`src/rtl/aes_seq_pkg.sv`:
```
// ---------------------------------------------------------------------------
// aes_seq_pkg
// Shared definitions for the AES round sequencer and its helpers:
//   - state_e   : sequencer FSM states
//   - KL_*      : key_len encodings (3 is treated as 256-bit)
//   - NR_*_DEF  : default round counts per key size
// ---------------------------------------------------------------------------
package aes_seq_pkg;

  typedef enum logic [2:0] {
    S_IDLE  = 3'd0,
    S_INIT  = 3'd1,
    S_ROUND = 3'd2,
    S_FINAL = 3'd3,
    S_DONE  = 3'd4
  } state_e;

  localparam logic [1:0] KL_128 = 2'd0;
  localparam logic [1:0] KL_192 = 2'd1;
  localparam logic [1:0] KL_256 = 2'd2;

  localparam int NR_128_DEF = 10;
  localparam int NR_192_DEF = 12;
  localparam int NR_256_DEF = 14;

endpackage

```
`src/rtl/aes_nr_decode.sv`:
```
// ---------------------------------------------------------------------------
// aes_nr_decode
// Combinational key_len -> round count (Nr) lookup. Shared with the key
// expansion unit so both sides agree on Nr for a given key size.
// Ports:
//   key_len  in  2      key-size select (KL_128/KL_192/KL_256, 3 -> 256)
//   nr       out CNT_W  number of rounds for that key size
// ---------------------------------------------------------------------------
module aes_nr_decode
  import aes_seq_pkg::*;
#(
  parameter int CNT_W  = 4,
  parameter int NR_128 = NR_128_DEF,
  parameter int NR_192 = NR_192_DEF,
  parameter int NR_256 = NR_256_DEF
) (
  input  logic [1:0]       key_len,
  output logic [CNT_W-1:0] nr
);

  always_comb begin
    nr = CNT_W'(NR_256);
    case (key_len)
      KL_128:  nr = CNT_W'(NR_128);
      KL_192:  nr = CNT_W'(NR_192);
      default: nr = CNT_W'(NR_256);
    endcase
  end

endmodule

```
`src/rtl/aes_round_sequencer.sv`:
```
// ---------------------------------------------------------------------------
// aes_round_sequencer
// Round sequencer for the AES datapath. Supports 10/12/14 rounds selected per
// block by key_len at start, with start/busy/done handshake and an advance
// (stall) input.
//
// Optional build macro: AES_ROUND_DOWNCOUNT_EN
//   When defined, adds the decrypt input; a block started with decrypt=1
//   counts round_idx down from Nr to 0 instead of up from 0 to Nr.
//
// Ports:
//   clk          in   rising-edge clock
//   reset        in   synchronous active-high reset
//   start        in   new block request (taken in IDLE or DONE only)
//   key_len      in   key-size select, latched on accepted start
//   advance      in   step enable; 0 stalls state and round_idx
//   decrypt      in   (macro only) count direction, latched on start
//   busy         out  high in INIT, ROUND, FINAL
//   round_idx    out  current round number
//   first_round  out  initial AddRoundKey-only round (INIT)
//   last_round   out  final round without MixColumns (FINAL)
//   mix_en       out  MixColumns enable (ROUND)
//   done         out  one-cycle completion pulse
//
// state | meaning
// ------+-------------------------------------------------------------
// IDLE  | waiting for start
// INIT  | round 0 (or Nr when counting down), AddRoundKey only
// ROUND | middle rounds, MixColumns enabled
// FINAL | last round, round_idx at its terminal value
// DONE  | single-cycle done pulse; start here chains the next block
// ---------------------------------------------------------------------------
module aes_round_sequencer
  import aes_seq_pkg::*;
#(
  parameter int CNT_W  = 4,
  parameter int NR_128 = NR_128_DEF,
  parameter int NR_192 = NR_192_DEF,
  parameter int NR_256 = NR_256_DEF
) (
  input  logic             clk,
  input  logic             reset,
  input  logic             start,
  input  logic [1:0]       key_len,
  input  logic             advance,
`ifdef AES_ROUND_DOWNCOUNT_EN
  input  logic             decrypt,
`endif
  output logic             busy,
  output logic [CNT_W-1:0] round_idx,
  output logic             first_round,
  output logic             last_round,
  output logic             mix_en,
  output logic             done
);

  state_e           state_q, state_d;
  logic [CNT_W-1:0] idx_q, idx_d;
  logic [CNT_W-1:0] nr_q, nr_d;
  logic [CNT_W-1:0] nr_dec;
  logic [CNT_W-1:0] idx_step;
  logic [CNT_W-1:0] idx_end;
  logic             down_q, down_d;
  logic             down_in;

`ifdef AES_ROUND_DOWNCOUNT_EN
  assign down_in = decrypt;
`else
  assign down_in = 1'b0;
`endif

  aes_nr_decode #(
    .CNT_W  (CNT_W),
    .NR_128 (NR_128),
    .NR_192 (NR_192),
    .NR_256 (NR_256)
  ) u_nr_decode (
    .key_len (key_len),
    .nr      (nr_dec)
  );

  // Next index and the value that marks the FINAL round, by direction.
  assign idx_step = down_q ? (idx_q - CNT_W'(1)) : (idx_q + CNT_W'(1));
  assign idx_end  = down_q ? '0 : nr_q;

  always_comb begin
    state_d = state_q;
    idx_d   = idx_q;
    nr_d    = nr_q;
    down_d  = down_q;
    case (state_q)
      S_IDLE, S_DONE: begin
        state_d = S_IDLE;
        idx_d   = '0;
        if (start) begin
          state_d = S_INIT;
          nr_d    = nr_dec;
          down_d  = down_in;
          idx_d   = down_in ? nr_dec : '0;
        end
      end
      S_INIT, S_ROUND: begin
        if (advance) begin
          idx_d   = idx_step;
          state_d = (idx_step == idx_end) ? S_FINAL : S_ROUND;
        end
      end
      S_FINAL: begin
        if (advance) state_d = S_DONE;
      end
      default: begin
        state_d = S_IDLE;
        idx_d   = '0;
      end
    endcase
  end

  always_ff @(posedge clk) begin
    if (reset) begin
      state_q <= S_IDLE;
      idx_q   <= '0;
      nr_q    <= CNT_W'(NR_128);
      down_q  <= 1'b0;
    end else begin
      state_q <= state_d;
      idx_q   <= idx_d;
      nr_q    <= nr_d;
      down_q  <= down_d;
    end
  end

  // In up-count mode round_idx is 0 only in INIT while busy, so keying the
  // qualifiers on state covers both count directions.
  assign busy        = (state_q == S_INIT) || (state_q == S_ROUND) || (state_q == S_FINAL);
  assign first_round = (state_q == S_INIT);
  assign last_round  = (state_q == S_FINAL);
  assign mix_en      = (state_q == S_ROUND);
  assign done        = (state_q == S_DONE);
  assign round_idx   = idx_q;

endmodule

```
`config.mk`:
```
export PLATFORM = sky130hd
export DESIGN_NAME = aes_round_sequencer
export DESIGN_NICKNAME = d
export VERILOG_FILES = /design/src/rtl/aes_seq_pkg.sv /design/src/rtl/aes_nr_decode.sv /design/src/rtl/aes_round_sequencer.sv
export SDC_FILE = /design/constraint.sdc
export NUM_CORES = 1
export LEC_CHECK = 0
export CAP_MARGIN = 20
export CORE_AREA = 5 5 42 44
export CTS_BUF_LIST = sky130_fd_sc_hd__clkbuf_8 sky130_fd_sc_hd__clkbuf_16
export CTS_CLUSTER_DIAMETER = 80
export DETAILED_ROUTE_END_ITERATION = 10
export DIE_AREA = 0 0 47 49
export GPL_ROUTABILITY_DRIVEN = 0
export HOLD_SLACK_MARGIN = 0.02
export MAX_ROUTING_LAYER = met4
export PLACE_DENSITY = 0.8
export SLEW_MARGIN = 0
export SYNTH_ARGS = -nofsm -noshare
export SYNTH_HDL_FRONTEND = slang
export SYNTH_SLANG_ARGS = --single-unit
```
`constraint.sdc`:
```
create_clock -name clk -period 1.9 [get_ports clk]
set_input_delay 0.285 -clock clk [delete_from_list [all_inputs] [get_ports clk]]
set_output_delay 0.285 -clock clk [all_outputs]
set_load 0.01 [all_outputs]
```
* Yosys cells after proc, flatten, opt, wreduce, memory -nomap -nowiden *
Index checks and enable logic that the tools add are counted.

storage, ports and cells
  register bits = 11
  input bits = 6
  output and inout bits = 9

cells by class
  $add $sub $neg = 1
  equality and inequality tests = 8
  muxes and demuxes = 8
  bitwise logic cells = 1
  reductions and logical operators = 9

operators by type and width
  cell                   count
  $pmux W3 S3            1
  $pmux W4 S2            1
  $eq A3 B2 Y1 const B   2
  $mux W3                2
  $pmux W3 S2            1
  $reduce_and A2 Y1      3
  $add A4 B1 Y4 const B  1
  $eq A4 B4 Y1           1
  $mux W4                1
  $ne A2 B2 Y1 const B   2
  $reduce_or A2 Y1       2
  $eq A3 B1 Y1 const B   1
  $eq A3 B3 Y1 const B   1
  $logic_not A3 Y1       1
  $eq A2 B1 Y1 const B   1
  $logic_not A2 Y1       1
  $logic_or A1 B1 Y1     2
  $mux W1                2
  $not A1 Y1             1

* Depth between registers and ports, before layout *
Gate-level depths: netlist (run 1).

  depth after elaboration = 5
  mapped depth = 5
  mapped depth without buffers = 5

* Modules after synthesis *
Synthesis (run 1) repeated with hierarchy kept, for this count alone.

second synthesis, totals
  cells, all modules = 75
  area, all modules = 618.1 um^2

modules (own cells, without submodules)
  module               instances  cells each  area an instance (um^2)  seq. area each (um^2)
  aes_round_sequencer  1          69          583.1                    220.2
  aes_nr_decode        1          6           35.0                     0.0

* Least setup slack after synthesis (run 1) *
Ideal clock, no wire load.

  path type = reg2reg
  from = register idx_q[0] (netlist: round_idx[0])
  to = register state_q[0]
  setup time = 0.121 ns
  arrival = 1.091 ns
  required time = 1.779 ns
  slack = 0.688 ns
  stages on the path, launching flop included = 6
  path through = dfxtp_1 -> ha_1 -> xor2_1 -> nor3b_1 -> a31oi_1 -> o22ai_1

on the way
  cells in the longest elaborated chain, start to end = 5

ends and longest elaborated chain
  element                 RTL line                    source
  start, declared         aes_round_sequencer.sv:58   logic [CNT_W-1:0] idx_q, idx_d;
  start signal, assigned  aes_round_sequencer.sv:126  idx_q <= idx_d;
  $add A4 B1 Y4           aes_round_sequencer.sv:83   assign idx_step = down_q ? (idx_q - CNT_W'(1)) : (idx_q + CNT_W'(1));
  $eq A4 B4 Y1            aes_round_sequencer.sv:105  state_d = (idx_step == idx_end) ? S_FINAL : S_ROUND;
  $mux W1                 aes_round_sequencer.sv:105
  $mux W3                 aes_round_sequencer.sv:103  if (advance) begin
  $pmux W3 S3             aes_round_sequencer.sv:91   case (state_q)
  end signal, assigned    aes_round_sequencer.sv:125  state_q <= state_d;
  end, declared           aes_round_sequencer.sv:57   state_e state_q, state_d;

Every way passes these cells. The select of a mux whose other input is x is not followed.
A chain may end at the register's enable or synchronous reset.

* Worst setup path after layout (run 1) *
  from = register state_q[0]
  to = output port done

on the way
  cells in the longest elaborated chain, start to end = 1

ends and longest elaborated chain
  element        RTL line                    source
  $eq A3 B3 Y1   aes_round_sequencer.sv:138  assign done = (state_q == S_DONE);
  end, declared  aes_round_sequencer.sv:54   output logic done

Every way passes these cells.

==> impl_metrics.json, run 1 <==
{
  "r2r_end": "state_q[0]",
  "regToRegSetupSlack_ns": 0.60,
  "slew_headroom": 0.771,
  "ys_seq_elements": 9,
  "maxCapViolCount": 0,
  "num_antenna_cells": 0,
  "setup_ws_ns": 0.0999,
  "clockBufferDepth": 2,
  "h-tree-depth": 1,
  "cp_cell_sequence": "nor2_2 -> and2_1 -> clkdlybuf4s50_1",
  "avgSynthCellArea_um2": 7.90,
  "grt_max_degree": 12,
  "die_x_um": 47,
  "slowest_stage": "clkdlybuf4s50_1",
  "finalSetupTns_ns": 0,
  "final_common_cell": "clkdlybuf4s50_1",
  "slew_viol_final": 0,
  "skew_ns": 0.000623,
  "netlist_area_um2": 529,
  "cts_root_buf": "clkbuf_8",
  "drive_gt1_frac": 0.119,
  "r2r_start": "round_idx[0]",
  "hpwl_um": 892,
  "synth_area_leaders": "dfxtp_1 (34%), a21oi_1 (8.5%), nor3_1 (7.6%), nor3b_1 (5.7%), nand2_1 (5.0%)",
  "status": "completed",
  "min_period_over_period": 0.947,
  "mostFrequentLayoutCells": "clkdlybuf4s50_1 (14), a21oi_1 (9), nor3_1 (8), dfxtp_1 (8), nand2_1 (7)",
  "synth_nets": 74,
  "cp_max_fo": 11,
  "crit_path_start_kind": "flop",
  "cp_num_buf_inv": 1,
  "grt_setup_unrepaired": "no",
  "die_area_um2": 2300,
  "viasPerCell": 5.41,
  "wl_um": 1220,
  "holdCritPathClass": "flop to flop",
  "postRouteAntennaNets": 0,
  "peakVddDrop_mv": 0.465,
  "grt_pass1_vias": 519,
  "ctsHoldBuffers": 0,
  "place_ws_ns": 0.286,
  "p_per_area_nw_per_um2": 727,
  "critPathKind": "flop to primary output",
  "place_area_um2": 681,
  "timing.hold.ws_ns": 0.538,
  "drcViolationCount": 0,
  "cts_inserted_buffers": 3,
  "syn_to_final_growth_pct": 37.4,
  "drt-initial-drc-count": 20,
  "final_area_um2": 727,
  "coreArea_um2": 1400,
  "grt_usage": 0.129,
  "wl_per_cell_um": 12.2,
  "synth.largest_area_cell": "dfxtp_1",
  "synth_top_cell_area_share": 0.340,
  "cts_tree": "done",
  "grt_pass1_wl_um": 2110,
  "synthesis.instances": 67,
  "io_pins": 15,
  "initial_core_util": 0.378,
  "path_clk_slew_ns": 0.04,
  "numPortBuffers": 14,
  "max_freq_mhz": 556,
  "vias": 541,
  "cts_setup_buffers": 0,
  "cts.sinks": 9,
  "yosysWarnings": 0,
  "drtPass1Iterations": 4,
  "power.total_uw": 528,
  "ys_types": 24,
  "worstPathArrival_ns": 1.52,
  "critPathCaptureType": "primary output",
  "finalNetCount": 92,
  "antenna_found_initial": 0,
  "yosysSeqAreaShare": 0.340,
  "cts_resized": 0,
  "worstSetupPathDepth": 3,
  "leakagePower_uw": 0.000275,
  "floorplan.rows": 14,
  "startpoint": "state_q[0]",
  "cp-endpoint": "done",
  "finalCriticalPeriod_ns": 1.80,
  "worst_pin_slew_ns": 0.342,
  "slowest_delay_ns": 0.53,
  "grt_overflow": 0,
  "finalHoldViolCount": 0,
  "die_h_um": 49,
  "setup_viol": 0,
  "insertion_delay_ns": 0.23,
  "path_delay_family": "buffers and inverters",
  "crit_required_ns": 1.62,
  "reg2reg_depth": 5
}
-- state kept, by name, summed over array words and instances (netlist names) --
register   count
state_q        3
nr_q           2
round_idx      4
-- metrics by stage --
stage               std cells   util
finish                    100  0.519
global route              100  0.519
global placement           96  0.486
CTS                       100  0.518
detailed placement         96  0.486
floorplan                  67      -
-- synth_stat cells --
cell type,count
ha_1,1
buf_6,1
nor2_4,1
buf_4,2
and2_1,1
a22oi_1,1
o22ai_1,1
nor2_2,1
nand3_1,2
nand2_1,7
a21oi_1,9
o21ai_1,3
and4_4,1
xor2_1,3
dfxtp_1,9
a31oi_1,2
nor2_1,4
xnor2_1,2
nor3b_1,4
buf_2,1
nor3_1,8
nand2b_1,1
o21bai_1,1
o21ai_0,1
-- cells by family after synthesis --
| group | count (synthesis) | share of synthesized area |
|---|---|---|
| adder cells (fa/ha/maj) | 1 | 0.0236 |
| XOR/XNOR | 5 | 0.0828 |
| buffers and inverters | 4 | 0.0591 |
| flip-flops | 9 | 0.340 |
| AO/OA/AOI/OAI | 18 | 0.187 |
| AND/OR/NAND/NOR | 30 | 0.307 |
-- layout make-up --
class / instances / area, um^2
fill: 153 / 674
multi-input combinational: 54 / 318
timing repair buffer: 17 / 163
clock buffer: 3 / 41.3
clock inverter: 1 / 3.75
sequential: 9 / 181
tap: 16 / 20.0
-- how the worst min path moves through the flow --
stage                     startpoint    endpoint  slack, ns  depth (start not counted)
final                        nr_q[2]     nr_q[2]       0.54                          2
after global routing         nr_q[2]     nr_q[2]       0.60                          2
after CTS                    nr_q[2]     nr_q[2]       0.54                          2
after detailed placement     nr_q[2]     nr_q[2]       0.53                          2
after global placement       nr_q[2]     nr_q[2]       0.54                          2
after floorplan                reset  state_q[1]       0.36                          1
-- per-layer routing --
layer,GRT usage,wire length (um)
met1,0.146,523
met2,0.181,589
met3,0.0664,75
met4,0.0691,31
met5,-,0
-- worst register-to-register path, delay by kind of cell, from the launching register on --
| kind | cells | cell delay (ns) |
|---|---|---|
| flip-flops | 1 | 0.42 |
| AO/OA/AOI/OAI | 2 | 0.26 |
| adder cells (fa/ha/maj) | 1 | 0.23 |
| XOR/XNOR | 1 | 0.20 |
| AND/OR/NAND/NOR | 1 | 0.07 |
-- where the power goes --
group,total (uW),switching (uW),leakage (uW),internal (uW)
registers,213,14.3,0.0000737,199
clock network,219,77.8,0.0000269,141
logic,96.7,45.6,0.000175,51.0
Note: power is estimated with default switching activity, not from simulation.
==> inputs of run 2 (changes only) <==
--- a/config.mk
+++ b/config.mk
@@ -6,11 +6,11 @@
 export NUM_CORES = 1
 export LEC_CHECK = 0
 export CAP_MARGIN = 20
-export CORE_AREA = 5 5 42 44
+export CORE_AREA = 2 2 39 41
 export CTS_BUF_LIST = sky130_fd_sc_hd__clkbuf_8 sky130_fd_sc_hd__clkbuf_16
 export CTS_CLUSTER_DIAMETER = 80
 export DETAILED_ROUTE_END_ITERATION = 10
-export DIE_AREA = 0 0 47 49
+export DIE_AREA = 0 0 41 43
 export GPL_ROUTABILITY_DRIVEN = 0
 export HOLD_SLACK_MARGIN = 0.02
 export MAX_ROUTING_LAYER = met4
==> run 2 against run 1 <==
Maximum frequency increased by 1.3%; total power decreased by 0.79%; utilization about the same; clock skew increased by 0.0030 ns; register-to-register slack got worse by 0.03 ns; clock power about the same; routed wire length decreased by 9.7%; sequential share of layout area increased by 0.48 points.
==> impl_metrics.json, run 2 (same netlist as run 1, synthesis figures left out) <==
{
  "hold_end": "nr_q[2]",
  "viasPerCell": 5.15,
  "critPathKind": "flop to primary output",
  "final_area_um2": 718,
  "io_pins": 15,
  "setup_ws_ns": 0.123,
  "vias": 505,
  "antenna_found_initial": 0,
  "setup_viol": 0,
  "grt_pass1_vias": 437,
  "leakagePower_uw": 0.000267,
  "syn_to_final_growth_pct": 35.7,
  "grt_setup_unrepaired": "no",
  "wl_um": 1100,
  "finalSetupTns_ns": 0,
  "worst_pin_slew_ns": 0.348,
  "largest_register_ffs": 4,
  "grt_max_degree": 15,
  "coreArea_um2": 1380,
  "worstPathArrival_ns": 1.49,
  "crit_path_start_kind": "flop",
  "skew_ns": 0.00360,
  "finalHoldViolCount": 0,
  "final_core_util": 0.519,
  "grt_usage": 0.159,
  "reg2reg_depth": 5,
  "mostFrequentLayoutCells": "clkdlybuf4s50_1 (14), a21oi_1 (9), nor3_1 (8)",
  "postRouteAntennaNets": 0,
  "die_h_um": 43,
  "cp_num_buf_inv": 1,
  "worstHoldStart": "nr_q[2]",
  "grt_overflow": 0,
  "cp_max_fo": 14,
  "num_antenna_cells": 0,
  "p_per_area_nw_per_um2": 730,
  "grt_pass1_wl_um": 1770,
  "slew_headroom": 0.767,
  "drive_gt1_frac": 0.110,
  "max_freq_mhz": 563,
  "slew_viol_final": 0,
  "cts_tree": "done",
  "critPathCaptureType": "primary output",
  "min_period_over_period": 0.935,
  "status": "completed",
  "place_area_um2": 666,
  "hpwl_um": 756,
  "power.total_uw": 524,
  "r2r_end": "state_q[0]",
  "holdCritPathClass": "flop to flop",
  "numPortBuffers": 14,
  "peakVddDrop_mv": 0.433,
  "slowest_stage": "clkdlybuf4s50_1",
  "drt-initial-drc-count": 4,
  "cts_setup_buffers": 0,
  "crit_required_ns": 1.62,
  "startpoint": "state_q[1]",
  "drcViolationCount": 0,
  "clockBufferDepth": 2,
  "floorplan.rows": 14,
  "num-fill-cells": 135,
  "finalNetCount": 90,
  "die_x_um": 41,
  "die_area_um2": 1760,
  "path_clk_slew_ns": 0.04,
  "slowest_delay_ns": 0.56,
  "insertion_delay_ns": 0.24,
  "h-tree-depth": 1,
  "ctsHoldBuffers": 0,
  "finalCriticalPeriod_ns": 1.78,
  "maxCapViolCount": 0,
  "place_ws_ns": 0.260,
  "final_common_cell": "clkdlybuf4s50_1",
  "cp_cell_sequence": "nor3b_1 -> clkdlybuf4s50_1",
  "cts_root_buf": "clkbuf_8",
  "cts_inserted_buffers": 3,
  "drtPass1Iterations": 4,
  "initial_core_util": 0.382,
  "holdPathStages": 2,
  "r2r_start": "round_idx[0]",
  "regToRegSetupSlack_ns": 0.57,
  "path_delay_family": "buffers and inverters",
  "wl_per_cell_um": 11.2,
  "cts.sinks": 9
}
run 2: per-stage QoR:
stage	instances	hold slack (ns)
after floorplan	67	0.362
after global placement	94	0.519
after detailed placement	94	0.530
after CTS	98	0.540
after global routing	98	0.567
final	98	0.534
run 2: where the power goes:
group / switching [uW] / internal, uW / total (uW) / leakage [uW]
sequential: 18.0 / 199 / 217 / 0.0000741
combinational: 39.5 / 48.9 / 88.4 / 0.000166
clock: 77.8 / 141 / 219 / 0.0000269
total: 135 / 389 / 524 / 0.000267
run 2: layer usage:
layer / up-vias / part of all wire / GRT usage
met4: 0 / 0.030 / 0.140
met3: 4 / 0.038 / 0.0471
li1: 266 / - / -
met5: - / 0 / -
met2: 13 / 0.46 / 0.213
met1: 222 / 0.47 / 0.183
run 2: final cells by class:
cell class,count,area (um^2),area share
timing repair buffer,15,148,0.206
tap,16,20.0,0.0279
clock inverter,1,3.75,0.00523
clock buffer,3,41.3,0.0575
multi-input combinational,54,323,0.449
sequential,9,183,0.254
run 2: repair_timing:
item / CTS / global route
hold endpoints to repair: 0 / 0
resized for setup: 1 / 2
gates cloned: 0 / 0
setup endpoints to repair: 1 / 3
run 2: worst max-delay path by stage:
stage / to / slack [ns] / cells past startpoint
6_report: mix_en / 0.12 / 2
5_1_grt: mix_en / 0.06 / 2
4_1_cts: done / 0.03 / 3
3_5_place_dp: mix_en / 0.26 / 2
3_3_place_gp: mix_en / 0.26 / 2
2_1_floorplan: state_q[0] / 0.69 / 5
run 2: worst reg2reg max path: stages (launching register included):
cell and delay, ns:
dfxtp_1 0.41, ha_1 0.24, xor2_1 0.21, nor3b_1 0.07
a31oi_1 0.18, o22ai_1 0.09
==> inputs of run 3 (changes only) <==
--- a/config.mk
+++ b/config.mk
@@ -15,6 +15,7 @@
 export HOLD_SLACK_MARGIN = 0.02
 export MAX_ROUTING_LAYER = met4
 export PLACE_DENSITY = 0.8
+export SETUP_SLACK_MARGIN = 0.4
 export SLEW_MARGIN = 0
 export SYNTH_ARGS = -nofsm -noshare
 export SYNTH_HDL_FRONTEND = slang
==> run 3 against run 2 <==
Combinational power grew 15%; sequential power shrank 4%; sequential cell count is the same; sequential share of layout area shrank 0.10 points; total power grew 0.86%; clock-buffer cell count is the same; critical path depth shrank 1; global-route usage grew 1.0 points; maximum frequency grew 24%; cell count grew 5.1%; worst setup slack gained 0.35 ns; critical endpoint is now round_idx[3]; largest cell class unchanged.
==> impl_metrics.json, run 3 (same netlist as run 1, synthesis figures left out) <==
{
  "grt_pass1_vias": 481,
  "syn_to_final_growth_pct": 42.8,
  "maxCapViolCount": 0,
  "die_area_um2": 1760,
  "cp_num_buf_inv": 1,
  "grt_usage": 0.170,
  "drt-initial-drc-count": 11,
  "wl_um": 1150,
  "met3WireLength_um": 47,
  "floorplan.rows": 14,
  "wl_met2_um": 528,
  "worstPathArrival_ns": 1.14,
  "cts_root_buf": "clkbuf_8",
  "viasPerCell": 5.04,
  "die_x_um": 41,
  "final_area_um2": 756,
  "path_delay_family": "buffers and inverters",
  "reg2reg_depth": 5,
  "mostFrequentLayoutCells": "a21oi_1 (9), nor3_1 (8), nand2_1 (7), clkdlybuf4s50_1 (7), buf_4 (6)",
  "postRouteAntennaNets": 0,
  "critPathKind": "flop to primary output",
  "p_per_area_nw_per_um2": 700,
  "drcViolationCount": 0,
  "drtPass1Iterations": 3,
  "max_freq_mhz": 700,
  "finalSetupTns_ns": 0,
  "leakagePower_uw": 0.000335,
  "num_antenna_cells": 0,
  "r2r_end": "state_q[0]",
  "place_area_um2": 666,
  "ctsHoldBuffers": 0,
  "grt_pass1_wl_um": 1890,
  "die_h_um": 43,
  "numPortBuffers": 14,
  "finalHoldViolCount": 0,
  "final_common_cell": "a21oi_1",
  "coreArea_um2": 1380,
  "place_inst": 94,
  "hpwl_um": 756,
  "min_period_over_period": 0.752,
  "clockBufferDepth": 2,
  "vias": 519,
  "crit_required_ns": 1.62,
  "path_clk_slew_ns": 0.05,
  "crit_path_start_kind": "flop",
  "slowest_delay_ns": 0.54,
  "final_core_util": 0.546,
  "grt_overflow": 0,
  "worstHoldStart": "nr_q[2]",
  "wl_met1_um": 517,
  "cp_max_fo": 5,
  "slew_viol_final": 0,
  "worst_pin_slew_ns": 0.337,
  "insertion_delay_ns": 0.24,
  "h-tree-depth": 1,
  "hold_end": "nr_q[2]",
  "io_pins": 15,
  "cts.sinks": 9,
  "finalCriticalPeriod_ns": 1.43,
  "cts_tree": "done",
  "slew_headroom": 0.775,
  "holdPathStages": 2,
  "fin_cells": 103,
  "holdCritPathClass": "flop to flop",
  "grt_max_degree": 11,
  "cts_inserted_buffers": 3,
  "r2r_start": "round_idx[0]",
  "wl_per_cell_um": 11.2,
  "setup_viol": 0,
  "timing.hold.ws_ns": 0.535,
  "cp_cell_sequence": "clkdlybuf4s50_1",
  "regToRegSetupSlack_ns": 0.57,
  "skew_ns": 0.00554,
  "status": "completed",
  "drive_gt1_frac": 0.207,
  "peakVddDrop_mv": 0.433,
  "finalNetCount": 95,
  "critPathCaptureType": "primary output",
  "initial_core_util": 0.382,
  "slowest_stage": "clkdlybuf4s50_1",
  "top_layer_used": "met4",
  "antenna_found_initial": 0,
  "grt_setup_unrepaired": "no",
  "largest_register_ffs": 4
}
## run 3: cell types whose count changed in the layout (fill, tap and decap cells not counted), sizes merged
cell and delta:
clkdlybuf4s50 -7, dlygate4sd2 +5, dlymetal6s2s +1, clkbuf +1, buf +5
## run 3: worst max-delay path by stage
stage                             from            to  slack [ns]  cells after the start
after global routing      round_idx[2]  round_idx[2]        0.43                      1
after CTS                 round_idx[1]  round_idx[1]        0.42                      1
after detailed placement    state_q[1]        mix_en        0.26                      2
after floorplan           round_idx[0]    state_q[0]        0.69                      5
after global placement      state_q[1]        mix_en        0.26                      2
final                     round_idx[3]  round_idx[3]        0.47                      1
## run 3: power by group
group | leakage (uW) | internal [uW] | switching, uW
logic | 0.000232 | 54.1 | 48.3
clock network | 0.0000269 | 141 | 76.2
registers | 0.0000763 | 198 | 11.1
total | 0.000335 | 393 | 136
## run 3: timing repair
| item | 4_1_cts | 5_1_grt |
|---|---|---|
| pin swaps | 1 | 0 |
| setup buffers | 5 | 0 |
| resized for setup | 14 | 3 |
| setup endpoints to repair | 8 | 2 |
## run 3: stage by stage
stage / setup WS (ns) / power [uW]
finish: 0.471 / 529
CTS: 0.419 / 540
detailed placement: 0.260 / 305
global route: 0.433 / 565
global placement: 0.256 / 304
floorplan: 0.688 / 272
## run 3: layout make-up
cell class | instances | area [um^2]
tap | 16 | 20.0
clock inverter | 1 | 3.75
sequential | 9 | 191
timing repair buffer | 20 | 176
clock buffer | 3 | 41.3
fill | 134 | 628
multi-input combinational | 54 | 323
## run 3: metal layers
metal  vias to the layer above  global-route usage
met5                         -                   -
met1                       220               0.184
li1                        278                   -
met2                        14               0.234
met3                         7              0.0471
met4                         0               0.160
==> RTL edit (settings of run 1) <==
Encoding of `state_e`: now one-hot (5 bits for 5 states).
--- a/src/rtl/aes_seq_pkg.sv
+++ b/src/rtl/aes_seq_pkg.sv
@@ -7,12 +7,12 @@
 // ---------------------------------------------------------------------------
 package aes_seq_pkg;
 
-  typedef enum logic [2:0] {
-    S_IDLE  = 3'd0,
-    S_INIT  = 3'd1,
-    S_ROUND = 3'd2,
-    S_FINAL = 3'd3,
-    S_DONE  = 3'd4
+  typedef enum logic [4:0] {
+    S_IDLE  = 5'b00001,
+    S_INIT  = 5'b00010,
+    S_ROUND = 5'b00100,
+    S_FINAL = 5'b01000,
+    S_DONE  = 5'b10000
   } state_e;
 
   localparam logic [1:0] KL_128 = 2'd0;
Behaviour: no difference found for any inputs over 10 cycles, from zero or initial values and one cycle with reset high; not proved beyond that.
==> RTL edit against run 1 <==
- combinational power fell by 20%
- worst setup slack improved by 0.010 ns
- non-clock buffer count rose by 5
- sequential cell count rose by 2
- routed wire length rose by 15%
- core utilization rose by 11 points
- total power rose by 2.2%
- clock skew rose by 0.0036 ns
- fmax rose by 0.56%
- first-iteration DRC count fell by 40%
- sequential share of layout area rose by 0.22 points
- area after synthesis rose by 13%
- cell area rose by 20%
- critical path depth rose by 2
==> RTL edit: results (changes against run 1) <==
outcome: "complete, no violations"
grt_pass1_vias: 542  # +4.4%
fin_nets: 97  # +5.4%
htree_levels: 1  # unchanged
leakagePower_nw: 0.391  # +42%
place_ws_ns: 0.0602  # -0.225 ns
fillCellCount: 129  # -16%
crit_path_top_delay_cell: "or3b_4"
drtIter0Drc: 12  # -40%
synth_common_cells: "dfxtp_1 (11), nor2_1 (7), nor3_1 (5)"
whs_ns: 0.544  # +0.00618 ns
drt_wl_total_um: 1410  # +15%
r2r_start: "state_q[1]"
p_per_area_nw_per_um2: 617  # -15%
max_slew.worst_pin.slew_ns: 0.461  # +0.119 ns
worstHoldEndpoint: "round_idx[3]"
skew_ns: 0.00420  # +0.00358 ns
critical_path.top_delay_family: "simple AND/OR/NAND/NOR gates"
power.share.clock: 0.407  # -0.007
buffers: 22  # +5
seq_area_frac_synth: 0.368  # +0.0278
cp_max_fo: 6  # -5
place_hpwl_um: 1080  # +21%
placed_area_um2: 815  # +20%
wl_met3_um: 48  # -36%
cts_resized: 6  # +6
r2r_cells: 6  # +1
p_comb_frac: 0.143  # -0.040
worstSetupStartpoint: "state_q[2]"
p_sw_uw: 119  # -14%
dp_cells: 101  # +5.2%
multi_input_area_share: 0.439  # +0.00202
grt_pass1_wl_um: 2440  # +16%
slowest_delay_ns: 0.43  # -0.10 ns
cts_root_buf: "clkbuf_8"
netlist_instances: 64  # -4.5%
met2_usage: 0.226  # +0.0452
grt_use_total: 0.147  # +0.0172
met1_usage: 0.188  # +0.0418
netSwitchingFraction: 0.220  # -0.0409
synth_nets: 71  # -4.1%
drive_above_1_share: 0.202  # +0.0832
wl_met2_um: 684  # +16%
grt_use_met3: 0.0332  # -0.0332
vdd_drop_max_mv: 0.464  # -0.39%
clock_sinks: 11  # +2
wire_per_inst_um: 13.4  # +10%
nMultiInputCombCells: 51  # -5.6%
wl_met1_um: 657  # +26%
cp-endpoint: "busy"
nonClkBufAreaFrac: 0.230  # +0.00658
largest_reg_flops: 5  # +1
postSynthAreaPerCell_um2: 9.34  # +18%
timing.rr.end: "state_q[2]"
reg2reg_setup_slack_ns: 0.28  # -0.32 ns
ys_top_cells_by_area: "dfxtp_1 (37%), nor2_1 (4.4%), xnor2_1 (4.4%), nor3_1 (4.2%), nor4b_4 (4.0%)"
## RTL edit: cell types whose count changed after synthesis, moves of 3 or more
cell	before	now
nand2_1	7	3
nor2_1	4	7
a21oi_1	9	1
nor3b_1	4	1
nor3_1	8	5
o21ai_1	3	0
## RTL edit: worst reg2reg max path, cell delays in order, from the launching register on
cell	delay (ns)
dfxtp_1	0.31
buf_4	0.16
xnor2_1	0.14
buf_4	0.16
nor4b_4	0.39
a21bo_1	0.27
a21oi_2	0.12
## RTL edit: cell families after synthesis
logic type | count (synthesis) | share of synthesized area
AO/OA/AOI/OAI | 14 | 0.167
XOR/XNOR | 5 | 0.0962
adder cells (fa/ha/maj) | 1 | 0.0209
buffers and inverters | 2 | 0.0125
flip-flops | 11 | 0.368
multiplexers | 1 | 0.0167
AND/OR/NAND/NOR | 30 | 0.318
